[config.mk]
export PLATFORM = sky130hd
export DESIGN_NAME = mem_bus_arbiter
export DESIGN_NICKNAME = d
export VERILOG_FILES = /design/src/rtl/mem_arb_pkg.sv /design/src/rtl/mem_bus_arbiter_rr_arbiter2.sv /design/src/rtl/mem_bus_arbiter.sv
export SDC_FILE = /design/constraint.sdc
export NUM_CORES = 1
export LEC_CHECK = 0
export BUFFER_PORTS_ARGS = -buffer_cell sky130_fd_sc_hd__buf_4
export CELL_PAD_IN_SITES_DETAIL_PLACEMENT = 1
export CELL_PAD_IN_SITES_GLOBAL_PLACEMENT = 1
export CORE_UTILIZATION = 33
export DETAILED_ROUTE_END_ITERATION = 7
export PLACE_DENSITY = 0.77
export SLEW_MARGIN = 20
export SYNTH_ARGS = -nofsm -noshare
export SYNTH_HDL_FRONTEND = slang
export SYNTH_SLANG_ARGS = --single-unit
[constraint.sdc]
create_clock -name clk -period 1.8 [get_ports clk]
set_input_delay 0.09 -clock clk [delete_from_list [all_inputs] [get_ports clk]]
set_output_delay 0.09 -clock clk [all_outputs]
set_load 0.01 [all_outputs]
[src/rtl/mem_arb_pkg.sv]
// -----------------------------------------------------------------------------
// mem_arb_pkg
// Shared types and constants for the two-master memory bus arbiter.
//   arb_state_t : arbiter FSM encoding (IDLE, ACCESS, RESP)
//   NUM_MASTERS : number of bus masters sharing the memory
//   M_CORE      : index of the core load/store/fetch master
//   M_DBG       : index of the debug / program-loader master
// -----------------------------------------------------------------------------
package mem_arb_pkg;

  typedef enum logic [1:0] {
    IDLE   = 2'd0,
    ACCESS = 2'd1,
    RESP   = 2'd2
  } arb_state_t;

  localparam int NUM_MASTERS = 2;
  localparam int M_CORE      = 0;
  localparam int M_DBG       = 1;

endpackage

[src/rtl/mem_bus_arbiter_rr_arbiter2.sv]
// -----------------------------------------------------------------------------
// rr_arbiter2
// Two-way round-robin grant selection for the memory bus arbiter.
// Holds the rr_last pointer (the master that was accepted most recently,
// which is also the current owner) and, when MEM_ARB_LOCK_EN is defined,
// the owner lock flag.
//
// Optional feature macro: MEM_ARB_LOCK_EN (adds lock_i and lock masking).
//
// Ports:
//   clk          in   clock, rising edge
//   rst_ni       in   asynchronous active-low reset
//   sel_en_i     in   selection allowed this cycle (FSM in IDLE/RESP, not in reset)
//   req_valid_i  in   per-master request valid
//   lock_i       in   per-master lock request, sampled at accept (MEM_ARB_LOCK_EN)
//   grant_o      out  one-hot selected master, zero when nothing is selected
//   accept_o     out  a grant is being handshaken this cycle
//   owner_o      out  master accepted most recently (rr_last)
// -----------------------------------------------------------------------------
module rr_arbiter2
  import mem_arb_pkg::*;
(
  input  logic                   clk,
  input  logic                   rst_ni,
  input  logic                   sel_en_i,
  input  logic [NUM_MASTERS-1:0] req_valid_i,
`ifdef MEM_ARB_LOCK_EN
  input  logic [NUM_MASTERS-1:0] lock_i,
`endif
  output logic [NUM_MASTERS-1:0] grant_o,
  output logic                   accept_o,
  output logic                   owner_o
);

  logic                   rr_last_q, rr_last_d;
  logic [NUM_MASTERS-1:0] elig;
  logic [NUM_MASTERS-1:0] sel;
  logic                   acc_idx;

`ifdef MEM_ARB_LOCK_EN
  logic lock_q, lock_d;
`endif

  always_comb begin
    elig = req_valid_i;
`ifdef MEM_ARB_LOCK_EN
    // A locked owner shuts the other master out, even while the owner is idle.
    if (lock_q) begin
      elig = rr_last_q ? (req_valid_i & 2'b10) : (req_valid_i & 2'b01);
    end
`endif
    sel = '0;
    case (elig)
      2'b01:   sel[M_CORE] = 1'b1;
      2'b10:   sel[M_DBG]  = 1'b1;
      // Contention: the master that did not win last time goes next.
      2'b11:   sel = rr_last_q ? 2'b01 : 2'b10;
      default: sel = '0;
    endcase
    grant_o = sel_en_i ? sel : '0;
  end

  assign accept_o = |(grant_o & req_valid_i);
  assign acc_idx  = grant_o[M_DBG];
  assign owner_o  = rr_last_q;

  always_comb begin
    rr_last_d = rr_last_q;
    if (accept_o) begin
      rr_last_d = acc_idx;
    end
  end

`ifdef MEM_ARB_LOCK_EN
  // An accept by the owner with its lock bit low releases the lock.
  always_comb begin
    lock_d = lock_q;
    if (accept_o) begin
      lock_d = lock_i[acc_idx];
    end
  end

  always_ff @(posedge clk or negedge rst_ni) begin
    if (!rst_ni) begin
      lock_q <= 1'b0;
    end else begin
      lock_q <= lock_d;
    end
  end
`endif

  // rr_last resets to the debug master so the core wins the first contention.
  always_ff @(posedge clk or negedge rst_ni) begin
    if (!rst_ni) begin
      rr_last_q <= 1'b1;
    end else begin
      rr_last_q <= rr_last_d;
    end
  end

endmodule

[src/rtl/mem_bus_arbiter.sv]
// -----------------------------------------------------------------------------
// mem_bus_arbiter
// Shares a single-port instruction/data memory between the core port (m0)
// and the debug/program-loader port (m1). Valid/ready request handshake,
// round-robin arbitration, one registered memory access cycle and a
// one-cycle response pulse to the owning master.
//
// Optional feature macro: MEM_ARB_LOCK_EN (adds the lock port; a locked
// owner keeps the bus until it is accepted again with its lock bit low).
//
// Parameters:
//   DATA_WIDTH  data bus width
//   ADDR_WIDTH  address width
// Ports:
//   clk        in   clock, rising edge
//   reset      in   asynchronous active-low reset
//   lock       in   per-master lock request (MEM_ARB_LOCK_EN only)
//   req_valid  in   per-master request valid
//   req_ready  out  per-master accept, combinational
//   req_we     in   per-master write enable
//   req_addr   in   {m1, m0} addresses
//   req_wdata  in   {m1, m0} write data
//   rsp_valid  out  one-cycle response pulse to the owner
//   rsp_rdata  out  read data (zero for writes), qualified by rsp_valid
//   mem_addr   out  registered memory address
//   mem_wdata  out  registered memory write data
//   mem_we     out  write strobe, high only in ACCESS for a write
//   mem_rdata  in   memory read data, combinational from mem_addr
//   busy       out  high while in ACCESS
// -----------------------------------------------------------------------------
module mem_bus_arbiter
  import mem_arb_pkg::*;
#(
  parameter int DATA_WIDTH = 32,
  parameter int ADDR_WIDTH = 32
) (
  input  logic                              clk,
  input  logic                              reset,
`ifdef MEM_ARB_LOCK_EN
  input  logic [NUM_MASTERS-1:0]            lock,
`endif
  input  logic [NUM_MASTERS-1:0]            req_valid,
  output logic [NUM_MASTERS-1:0]            req_ready,
  input  logic [NUM_MASTERS-1:0]            req_we,
  input  logic [NUM_MASTERS*ADDR_WIDTH-1:0] req_addr,
  input  logic [NUM_MASTERS*DATA_WIDTH-1:0] req_wdata,
  output logic [NUM_MASTERS-1:0]            rsp_valid,
  output logic [DATA_WIDTH-1:0]             rsp_rdata,
  output logic [ADDR_WIDTH-1:0]             mem_addr,
  output logic [DATA_WIDTH-1:0]             mem_wdata,
  output logic                              mem_we,
  input  logic [DATA_WIDTH-1:0]             mem_rdata,
  output logic                              busy
);

  arb_state_t             state_q, state_d;
  logic [ADDR_WIDTH-1:0]  mem_addr_q, mem_addr_d;
  logic [DATA_WIDTH-1:0]  mem_wdata_q, mem_wdata_d;
  logic                   we_q, we_d;
  logic [NUM_MASTERS-1:0] rsp_valid_q, rsp_valid_d;
  logic [DATA_WIDTH-1:0]  rsp_rdata_q, rsp_rdata_d;

  logic                   sel_en;
  logic [NUM_MASTERS-1:0] grant;
  logic                   accept;
  logic                   owner;
  logic                   acc_idx;

  // Selection is only offered outside ACCESS, and never while reset is held.
  assign sel_en = reset && (state_q != ACCESS);

  rr_arbiter2 u_rr (
    .clk         (clk),
    .rst_ni      (reset),
    .sel_en_i    (sel_en),
    .req_valid_i (req_valid),
`ifdef MEM_ARB_LOCK_EN
    .lock_i      (lock),
`endif
    .grant_o     (grant),
    .accept_o    (accept),
    .owner_o     (owner)
  );

  assign acc_idx = grant[M_DBG];

  always_comb begin
    state_d     = state_q;
    mem_addr_d  = mem_addr_q;
    mem_wdata_d = mem_wdata_q;
    we_d        = we_q;
    rsp_valid_d = '0;
    rsp_rdata_d = rsp_rdata_q;
    case (state_q)
      IDLE, RESP: begin
        if (accept) begin
          state_d     = ACCESS;
          mem_addr_d  = acc_idx ? req_addr[2*ADDR_WIDTH-1:ADDR_WIDTH]
                                : req_addr[ADDR_WIDTH-1:0];
          mem_wdata_d = acc_idx ? req_wdata[2*DATA_WIDTH-1:DATA_WIDTH]
                                : req_wdata[DATA_WIDTH-1:0];
          we_d        = req_we[acc_idx];
        end else begin
          state_d = IDLE;
        end
      end
      ACCESS: begin
        // The owner equals rr_last, which was updated at accept.
        rsp_rdata_d        = we_q ? '0 : mem_rdata;
        rsp_valid_d[owner] = 1'b1;
        state_d            = RESP;
      end
      default: begin
        state_d = IDLE;
      end
    endcase
  end

  always_ff @(posedge clk or negedge reset) begin
    if (!reset) begin
      state_q     <= IDLE;
      mem_addr_q  <= '0;
      mem_wdata_q <= '0;
      we_q        <= 1'b0;
      rsp_valid_q <= '0;
      rsp_rdata_q <= '0;
    end else begin
      state_q     <= state_d;
      mem_addr_q  <= mem_addr_d;
      mem_wdata_q <= mem_wdata_d;
      we_q        <= we_d;
      rsp_valid_q <= rsp_valid_d;
      rsp_rdata_q <= rsp_rdata_d;
    end
  end

  assign req_ready = grant;
  assign busy      = (state_q == ACCESS);
  // Derived only from flops, so it drops the instant reset is asserted.
  assign mem_we    = busy && we_q;
  assign mem_addr  = mem_addr_q;
  assign mem_wdata = mem_wdata_q;
  assign rsp_valid = rsp_valid_q;
  assign rsp_rdata = rsp_rdata_q;

endmodule
# Word level (Yosys, flattened, before mapping)

Index checks and enable logic that the tools add are counted.

Equal/unequal tests: 6
Bitwise logic cells: 1
Multiplexer cells: 14
Magnitude comparators: 3
Reduce and logical (&&, ||, !) cells: 7

Operators by type and width:

| operator                                                 | number |
|---|---|
| two-way mux 32 bit                                       | 3 |
| equality test 2 bit, second input constant               | 3 |
| two-way mux 2 bit                                        | 3 |
| equality test 2 x 1 -> 1 bit, second input constant      | 2 |
| < comparator 1 x 2 -> 1 bit, second input constant       | 2 |
| two-way mux 1 bit                                        | 4 |
| one-hot mux 1 bit (2 select lines)                       | 2 |
| one-hot mux 2 bit (2 select lines)                       | 1 |
| OR reduction 2 bit                                       | 2 |
| logical AND 1 bit                                        | 3 |
| AND 2 bit                                                | 1 |
| zero test 2 bit                                          | 1 |
| != test 2 x 1 -> 1 bit, second input constant            | 1 |
| AND reduction 2 bit                                      | 1 |
| demux 1 bit (select 1 bit)                               | 1 |
| greater-or-equal comparator 1 bit, second input constant | 1 |

Output and inout port bits: 102
Bits of input ports: 166
Bits in registers: 102

# Depth between registers and ports, before layout

Gate-level depths: netlist (run 1).

Depth in word-level cells: 7
Gate-level depth with buffers: 8
Gate-level depth less buffers: 4

# Hierarchy

From an unflattened synthesis (run 1), not the netlist that was laid out.

Cell total of the unflattened synthesis: 331
Area, all modules: 5,012.3 um^2

Modules (own cells, without submodules):

| module          | instances | area an instance (um^2) | cells an instance |
|---|---|---|---|
| mem_bus_arbiter | 1         | 4,942.2                 | 322 |
| rr_arbiter2     | 1         | 70.1                    | 9 |

# Least setup slack after synthesis (run 1)

OpenSTA, ideal clock, no wires.

Path type: flip-flop to flip-flop
From: reg u_rr.rr_last_q, in the netlist u_rr.owner_o
To: reg mem_addr_q[24], in the netlist mem_addr[24]
Arrival time: 1,505 ps
Data required time: 1,718 ps
Path buffers: 3
Setup slack: 213 ps
Stages on the path, launching flop included: 7
Cell sequence: dfstp_2 > a21bo_4 > buf_6 > buf_2 > buf_1 > o31ai_1 > a31oi_1

Cells in the longest elaborated chain, start to end: 6
Elaborated cells on any way between the ends: 8
Classes of those cells: mux: 5; bitwise: 1; reduce/logical: 2

RTL lines:

| element                            | line                              | source |
|---|---|---|
| from (decl)                        | mem_bus_arbiter_rr_arbiter2.sv:35 | `logic rr_last_q, rr_last_d;` |
| from (signal assigned)             | mem_bus_arbiter_rr_arbiter2.sv:97 | `rr_last_q <= rr_last_d;` |
| two-way mux 2 bit *                | mem_bus_arbiter_rr_arbiter2.sv:57 | `2'b11: sel = rr_last_q ? 2'b01 : 2'b10;` |
| one-hot mux 1 bit (2 select lines) | mem_bus_arbiter_rr_arbiter2.sv:53 | `case (elig)` |
| two-way mux 2 bit *                | mem_bus_arbiter_rr_arbiter2.sv:60 | `grant_o = sel_en_i ? sel : '0;` |
| AND 2 bit                          | mem_bus_arbiter_rr_arbiter2.sv:63 | `assign accept_o = \|(grant_o & req_valid_i);` |
| OR reduction 2 bit                 | mem_bus_arbiter_rr_arbiter2.sv:63 |  |
| AND reduction 2 bit (no line)      | -                                 |  |
| to (signal assigned)               | mem_bus_arbiter.sv:129            | `mem_addr_q <= mem_addr_d;` |
| to (decl)                          | mem_bus_arbiter.sv:57             | `logic [ADDR_WIDTH-1:0] mem_addr_q, mem_addr_d;` |

Every way passes the cells marked *; elsewhere a longest branch is shown, timed or not.
A chain may end at the register's enable or synchronous reset.

# Final worst setup path (run 1)

From: reg state_q[0]
To: reg mem_wdata_q[10], in the netlist mem_wdata[10]

Cells in the longest elaborated chain, start to end: 6
Elaborated cells on any way between the ends: 10
Classes of those cells: eq/ne: 2; mux: 2; bitwise: 1; reduce/logical: 5

RTL lines:

| element                       | line                              | source |
|---|---|---|
| from (decl)                   | mem_bus_arbiter.sv:56             | `arb_state_t state_q, state_d;` |
| from (signal assigned)        | mem_bus_arbiter.sv:128            | `state_q <= state_d;` |
| != test 2 x 1 -> 1 bit        | mem_bus_arbiter.sv:70             | `assign sel_en = reset && (state_q != ACCESS);` |
| logical AND 1 bit             | mem_bus_arbiter.sv:70             |  |
| two-way mux 2 bit             | mem_bus_arbiter_rr_arbiter2.sv:60 |  |
| AND 2 bit                     | mem_bus_arbiter_rr_arbiter2.sv:63 |  |
| OR reduction 2 bit            | mem_bus_arbiter_rr_arbiter2.sv:63 |  |
| AND reduction 2 bit (no line) | -                                 |  |
| to (signal assigned)          | mem_bus_arbiter.sv:130            | `mem_wdata_q <= mem_wdata_d;` |
| to (decl)                     | mem_bus_arbiter.sv:58             | `logic [DATA_WIDTH-1:0] mem_wdata_q, mem_wdata_d;` |

Several ways; a longest one is shown, not always the timed one.

==> results of run 1 <==
flip-flops by register name, summed over array words and instances (netlist names):
register      cells
mem_addr         32
mem_wdata        32
rsp_rdata        32
rsp_valid         2
state_q           2
u_rr.owner_o      1
we_q              1
final cells by class:
class | count | area (µm²) | area share, %
Sequential cell | 102 | 2550 | 30.3
Tap cell | 216 | 270 | 3.21
Multi-Input combinational cell | 370 | 2450 | 29.1
Clock inverter | 5 | 81.3 | 0.965
Clock buffer | 11 | 253 | 3.00
Inverter | 3 | 15.0 | 0.178
Timing Repair Buffer | 335 | 2800 | 33.2
cell usage in the layout (no fill, tap or decap), drive strengths merged:
cell type / Yosys / final
clkinvlp: 0 / 1
a31oi: 65 / 65
dfstp: 1 / 1
clkinv: 0 / 3
o21ai: 2 / 2
and2: 2 / 2
nand3b: 32 / 32
or4b: 65 / 65
a21oi: 65 / 65
nand2b: 1 / 1
dfrtp: 101 / 101
dlygate4sd3: 0 / 45
bufinv: 0 / 2
nand2: 65 / 65
a211oi: 1 / 1
o31ai: 65 / 65
or2: 1 / 1
nor3: 1 / 1
inv: 3 / 2
buf: 26 / 289
nor2: 2 / 2
nor2b: 1 / 1
nand3: 1 / 1
a21bo: 1 / 1
clkbuf: 48 / 12
cell families after synthesis:
group                  count (synthesis)  synth area share (%)
buffers and inverters                 77                  6.67
AOI/OAI and AO/OA                    199                  23.4
and+or+nand+nor                      171                  22.1
DFF                                  102                  47.8
final timing paths:
| check | startpoint | to | cells past startpoint |
|---|---|---|---|
| max in group asynchronous | reset | mem_wdata[14] | 3 |
| worst min register to register | rsp_rdata[28] | rsp_rdata[28] | 2 |
| worst min-delay path | reset | mem_addr[4] | 2 |
| min in group clk | req_wdata[14] | mem_wdata[14] | 3 |
| worst max register to register | state_q[0] | mem_wdata[10] | 6 |
| worst max-delay path | state_q[0] | mem_wdata[10] | 6 |
per-stage QoR:
step | hold WS, ps | power, W | util (%) | instance area, µm² | std cells
floorplan | -206 | 0.00405 | - | 5350 | 549
global placement | 277 | 0.00530 | 47.7 | 7540 | 975
detailed placement | 283 | 0.00539 | 47.7 | 7540 | 975
CTS | -104 | 0.00773 | 53.0 | 8390 | 1041
global route | -61.4 | 0.00810 | 53.2 | 8420 | 1042
finish | -107 | 0.00767 | 53.2 | 8420 | 1042
routing by layer:
metal / part of all wire, % / global-route usage (%)
met4: 2.0 / 9.55
met1: 41 / 28.3
met2: 50 / 43.6
met3: 6.9 / 6.23
met5: 0 / 0
timing repair:
action / in CTS / in global routing
setup endpoints to repair: 2 / 25
setup buffers: 5 / 0
cloned: 1 / 1
endpoints found under the hold margin: 89 / 44
gates resized for setup: 2 / 1
critical path, stage by stage, from the launching register on:
cell and delay (ps):
dfrtp_1 410, nand2b_4 100, inv_4 50, buf_4 140, buf_12 160, or4b_1 530, a31oi_1 190
power by group:
part	total (W)	internal (W)	switching, W
clock	0.00219	0.00130	0.000894
combinational	0.00248	0.00126	0.00122
sequential	0.00300	0.00273	0.000269
==> flow_summary.json, run 1 <==
{
  "outcome": "complete, but fails checks",
  "violations": "negative hold slack",
  "viasPerCell": 5.39,
  "ys_types": 25,
  "fillers": 1748,
  "clock_sinks": 102,
  "ant_nets": 0,
  "dp_hpwl_um": 13200,
  "global_route.usage.total_pct": 24.5,
  "port_buffers": 267,
  "drt_first_iter_violations": 293,
  "hold_ws_ps": -107,
  "ys_warn_count": 0,
  "n_antenna_cell": 0,
  "period_needed_ps": 1690,
  "rows": 46,
  "p_leak_nw": 3.81,
  "end_kind": "flip-flop",
  "synth_top_area_share_pct": 47.3,
  "crit_type": "flip-flop to flip-flop",
  "required_ps": 2070,
  "drc_errors": 0,
  "slew_violations": 0,
  "grt_pass1_wl_um": 31500,
  "maxCapViolCount": 0,
  "overflow": 0,
  "synth_seq_area_share_pct": 47.8,
  "synthTopCellsByArea": "dfrtp_1 (47%), or4b_1 (12%), o31ai_1 (9.1%)",
  "grt_setup_unrepaired": "false",
  "synth_ff_type": "dfrtp_1",
  "synth_most_common_cell": "dfrtp_1",
  "holdCritPathClass": "input port to async pin",
  "final_hold_viol_count": 44,
  "clockRootBuffer": "clkbuf_16",
  "insertion_delay_ps": 350,
  "io_pins": 268,
  "clockBufferDepth": 2,
  "via_count": 5620,
  "path_max_fanout": 51,
  "slew-limit-headroom_pct": 50.5,
  "antenna_found_initial": 0,
  "tritoncts": "built",
  "globalplace.congestion": 0.724,
  "die_width_um": 129,
  "startpoint_type": "flip-flop",
  "firstDrtPassIters": 4,
  "nets": 987,
  "cts.clk_slew.worst_paths_ps": 70,
  "h-tree-depth": 3,
  "fmax_mhz": 593,
  "tightest_slew_ps": 742,
  "final.setup.worst_slack_ps": 113,
  "fin_skew_ps": 3.88,
  "ys_ff_latch": 102,
  "arrival_ps": 1960,
  "dieArea_um2": 16700,
  "first_global_vias": 6045,
  "async_flop_share_pct": 100,
  "peakVddDrop_mv": 0.438,
  "drive_gt1_share_pct": 38.0,
  "power.density_nw_per_um2": 910,
  "avgSynthCellArea_um2": 9.74,
  "die_y_um": 129,
  "synthesis.area_um2": 5350,
  "postCtsHoldBufs": 45,
  "synth_edf_count": 0,
  "synth_area_leader_cell": "dfrtp_1",
  "grt_max_degree": 71,
  "numCtsBuffers": 9,
  "netlist_instances": 549,
  "pre_cts_slack_ps": 113,
  "setup_viol": 0,
  "timing.final.crit_share_pct": 93.7,
  "syn-num-nets": 715,
  "r2r_slack_ps": 110,
  "areaGrowthSynthToFinish_pct": 57.5,
  "design.core.area_um2": 15800,
  "fin_setup_tns_ps": 0,
  "wire_per_inst_um": 19.5,
  "start_util_pct": 33.8,
  "wl_um": 20300
}
Power figures use the tool's default switching activity.
==> run 2, diff against run 1 <==
CORE_ASPECT_RATIO = 0.75   (was not set)
==> flow_summary.json, run 2 (synthesis gave the netlist of run 1 again) <==
{
  "combPwrFrac_pct": 32.8,
  "rr_startpoint": "state_q[0]",
  "areaGrowthSynthToFinish_pct": 52.3,
  "dp_hpwl_um": 13100,
  "fin_skew_ps": 8.74,
  "slew-limit-headroom_pct": 39.4,
  "rows": 39,
  "drive_gt1_share_pct": 38.4,
  "port_buffers": 267,
  "crit_type": "flip-flop to output port",
  "power_frac_seq_pct": 40.8,
  "grt_pass1_wl_um": 30500,
  "pre_cts_slack_ps": 170,
  "clock_power_share_pct": 26.4,
  "nets": 969,
  "final_cell_mix": "buf_4 (278), dfrtp_1 (101)",
  "antenna_found_initial": 1,
  "holdCritStartpoint": "mem_rdata[16]",
  "global_route.usage.total_pct": 23.3,
  "firstDrtPassIters": 4,
  "period_needed_ps": 1670,
  "dieArea_um2": 16700,
  "globalplace.congestion": 0.782,
  "outcome": "finished, final reports clean",
  "first_global_vias": 5716,
  "h-tree-depth": 3,
  "slew_violations": 0,
  "switchingPower_w": 0.00236,
  "die_width_um": 149,
  "tritoncts": "built",
  "ant_nets": 0,
  "final_hold_viol_count": 0,
  "rr_worst_depth": 5,
  "insertion_delay_ps": 350,
  "viasPerCell": 5.50,
  "swShare_pct": 32.0,
  "tightest_slew_ps": 909,
  "holdCritPathClass": "input port to flip-flop",
  "p_leak_nw": 3.69,
  "via_count": 5575,
  "die_y_um": 112,
  "final.setup.worst_slack_ps": 128,
  "path_max_fanout": 59,
  "design.core.area_um2": 15500,
  "clock_sinks": 102,
  "fmax_mhz": 598,
  "r2r_slack_ps": 150,
  "hold_end": "rsp_rdata[16]",
  "required_ps": 1710,
  "overflow": 0,
  "grt_setup_unrepaired": "false",
  "cts.clk_slew.worst_paths_ps": 70,
  "r2r-end": "mem_addr[7]",
  "end_kind": "output port",
  "arrival_ps": 1580,
  "p_int_w": 0.00501,
  "final_common_cell": "buf_4",
  "numCtsBuffers": 9,
  "clockBufferDepth": 2,
  "startpoint_type": "flip-flop",
  "drc_errors": 0,
  "grt_max_degree": 98,
  "clockRootBuffer": "clkbuf_16",
  "fin_setup_tns_ps": 0,
  "io_pins": 268,
  "setup_viol": 0,
  "power.density_nw_per_um2": 905,
  "drt_first_iter_violations": 216,
  "wire_per_inst_um": 19.4,
  "whs_path_depth": 3,
  "timing.final.crit_share_pct": 92.9,
  "peakVddDrop_mv": 0.461,
  "wl_um": 19600,
  "post_cts_buffers": 0,
  "maxCapViolCount": 0,
  "start_util_pct": 34.5,
  "final_core_util_pct": 52.5
}
## run 2: power groups by stage
stage | registers, W | logic, W | clock network (W)
3_5_place_dp | 0.00304 | 0.00235 | 0
2_1_floorplan | 0.00319 | 0.000856 | 0
5_1_grt | 0.00306 | 0.00262 | 0.00209
3_3_place_gp | 0.00301 | 0.00228 | 0
6_report | 0.00300 | 0.00242 | 0.00195
4_1_cts | 0.00300 | 0.00241 | 0.00200
## run 2: what timing repair did
action                     CTS  global route
hold buffers                31             0
setup endpoints to repair    0             2
hold endpoints to repair    62             0
resized for setup            0             2
## run 2: layout make-up
class / instances / area [µm²]
fillers: 1784 / 7370
repair buffers: 317 / 2580
flip-flops and latches: 102 / 2550
multi-input cells: 370 / 2450
well taps: 205 / 256
clock buffers: 9 / 225
clock inverters: 6 / 63.8
inverters: 3 / 13.8
diodes: 1 / 2.50
## run 2: worst max path at each step
stage	from	end	slack [ps]	cells past startpoint
CTS	state_q[0]	req_ready[0]	10	5
global route	state_q[0]	req_ready[1]	4	5
global placement	state_q[0]	mem_addr[7]	220	5
detailed placement	state_q[0]	mem_addr[12]	170	5
finish	state_q[0]	req_ready[0]	130	5
floorplan	u_rr.owner_o	mem_addr[24]	210	6
## run 2: worst max-delay path, stage by stage, from the launching register on
cell and delay, ps:
dfrtp_1 410, nand2b_1 150, inv_4 80, buf_12 200
a211oi_2 240, buf_4 160
## run 2: metrics by stage
step                total power (W)  hold WS (ps)  std cells  area, µm²
finish                      0.00737          7.40       1013       8150
detailed placement          0.00538           215        965       7500
global placement            0.00529           208        965       7500
global route                0.00777         0.546       1013       8150
CTS                         0.00742          1.18       1011       8110
floorplan                   0.00405          -206        549       5350
## run 2: metal layers
layer  vias to the layer above  part of all wire (%)  track usage, %
li1                       2609                     -               -
met1                      2740                    42            28.5
met2                       184                    49            39.3
met3                        42                   5.4            4.92
met4                         0                   3.2            10.3
met5                         -                     0               0
==> run 3, diff against run 2 <==
CORE_UTILIZATION = 30   (was 33)
PLACE_DENSITY = 0.71   (was 0.77)
==> flow_summary.json, run 3 (synthesis gave the netlist of run 1 again) <==
{
  "drc_errors": 0,
  "clockBufferDepth": 2,
  "grt_max_degree": 75,
  "placedInstanceArea_um2": 7560,
  "via_count": 5576,
  "rows": 41,
  "areaGrowthSynthToFinish_pct": 54.0,
  "h-tree-depth": 3,
  "rr_worst_depth": 6,
  "overflow": 0,
  "worstPathCellList": "nand2b_1, inv_4, buf_12, buf_4, nor3_4, buf_4",
  "tightest_slew_ps": 681,
  "final_cell_mix": "buf_4 (283), dfrtp_1 (101)",
  "n_antenna_cell": 0,
  "fin_setup_tns_ps": 0,
  "grt_pass1_wl_um": 32000,
  "p_int_w": 0.00489,
  "design.core.area_um2": 17100,
  "dieArea_um2": 18400,
  "crit_family": "buffers and inverters",
  "power_frac_seq_pct": 41.3,
  "crit_end": "req_ready[1]",
  "nets": 980,
  "rr_startpoint": "state_q[0]",
  "fin_skew_ps": 6.56,
  "maxCapViolCount": 0,
  "clock_sinks": 102,
  "numCtsBuffers": 9,
  "period_needed_ps": 1780,
  "slew_violations": 0,
  "globalplace.congestion": 0.769,
  "path_buf_inv": 4,
  "clockRootBuffer": "clkbuf_16",
  "final_common_cell": "buf_4",
  "slew-limit-headroom_pct": 54.6,
  "required_ps": 1710,
  "final_hold_viol_count": 0,
  "crit_type": "flip-flop to output port",
  "wl_um": 20400,
  "startpoint_type": "flip-flop",
  "holdCritPathClass": "input port to flip-flop",
  "end_kind": "output port",
  "viasPerCell": 5.29,
  "worst-path-stages": 6,
  "combPwrFrac_pct": 33.8,
  "slowest_delay_ps": 370,
  "ant_nets": 0,
  "tritoncts": "built",
  "hold_ws_ps": 13.5,
  "timing.final.crit_share_pct": 98.6,
  "arrival_ps": 1690,
  "outcome": "finished, final reports clean",
  "clock_power_share_pct": 25.0,
  "path_common_cell": "buf_4",
  "path_max_fanout": 43,
  "die_y_um": 118,
  "start_util_pct": 31.2,
  "global_route.usage.total_pct": 22.1,
  "crit_start": "state_q[1]",
  "wire_per_inst_um": 19.3,
  "setup_viol": 0,
  "grt_setup_unrepaired": "true",
  "firstDrtPassIters": 4,
  "first_global_vias": 5773,
  "drt_first_iter_violations": 279,
  "insertion_delay_ps": 350,
  "port_buffers": 267,
  "power.density_nw_per_um2": 881,
  "dp_hpwl_um": 13700,
  "final_area_um2": 8240,
  "switchingPower_w": 0.00236,
  "io_pins": 268,
  "r2r_slack_ps": 30,
  "r2r-end": "mem_wdata[1]",
  "drive_gt1_share_pct": 38.5,
  "p_leak_nw": 3.72,
  "die_width_um": 156,
  "cts.clk_slew.worst_paths_ps": 70,
  "fmax_mhz": 563,
  "antenna_found_initial": 0,
  "peakVddDrop_mv": 0.426,
  "swShare_pct": 32.6,
  "crit_slowest_cell": "dfrtp_1"
}
==> run 3: tightest hold or removal path, cell delays in order <==
cell and delay [ps]:
buf_4 80, nand3b_1 80, nand2_1 80
==> run 3: repair_timing <==
action                     4_1_cts  5_1_grt
setup endpoints to repair        2       49
setup buffers                    2        2
hold buffers                    36        0
hold endpoints to repair       137        0
pin swaps                        0        2
resized for setup                0        4
==> run 3: power groups by stage <==
stage	Clock (W)	Combinational (W)	Sequential [W]
floorplan	0	0.000856	0.00319
global placement	0	0.00231	0.00301
detailed placement	0	0.00238	0.00303
CTS	0.00189	0.00246	0.00299
global route	0.00195	0.00266	0.00304
finish	0.00181	0.00245	0.00299
==> run 3: cell type report <==
cell class	count	area [µm²]
Multi-Input combinational cell	370	2460
Clock inverter	6	38.8
Sequential cell	102	2550
Clock buffer	10	229
Fill cell	1981	8900
Tap cell	236	295
Timing Repair Buffer	328	2650
Inverter	3	15.0
==> run 3: routing by layer <==
| layer | GRT usage (%) | vias to the layer above | part of all wire [%] |
|---|---|---|---|
| met5 | 0 | - | 0 |
| met4 | 6.86 | 0 | 2.2 |
| met3 | 4.31 | 30 | 4.8 |
| met2 | 37.7 | 159 | 50 |
| met1 | 28.1 | 2749 | 43 |
| li1 | - | 2638 | - |
==> run 3: how the worst min path moves through the flow <==
stage	from	end	slack, ps	depth (start not counted)
final	mem_rdata[22]	rsp_rdata[22]	10	3
after global routing	req_wdata[19]	mem_wdata[19]	20	3
after global placement	reset	rsp_valid[0]	-90	1
after CTS	mem_rdata[10]	rsp_rdata[10]	1	3
after floorplan	reset	mem_addr[0]	-210	0
after detailed placement	reset	rsp_valid[0]	-90	1
==> run 3: metrics by stage <==
stage,setup WS [ps],instances,power (W),utilization [%]
final,24.4,1055,0.00725,48.1
after global routing,-56.1,1055,0.00766,48.1
after CTS,3.50,1053,0.00734,47.9
after detailed placement,98.3,999,0.00541,44.1
after global placement,171,999,0.00532,44.1
after floorplan,213,549,0.00405,-
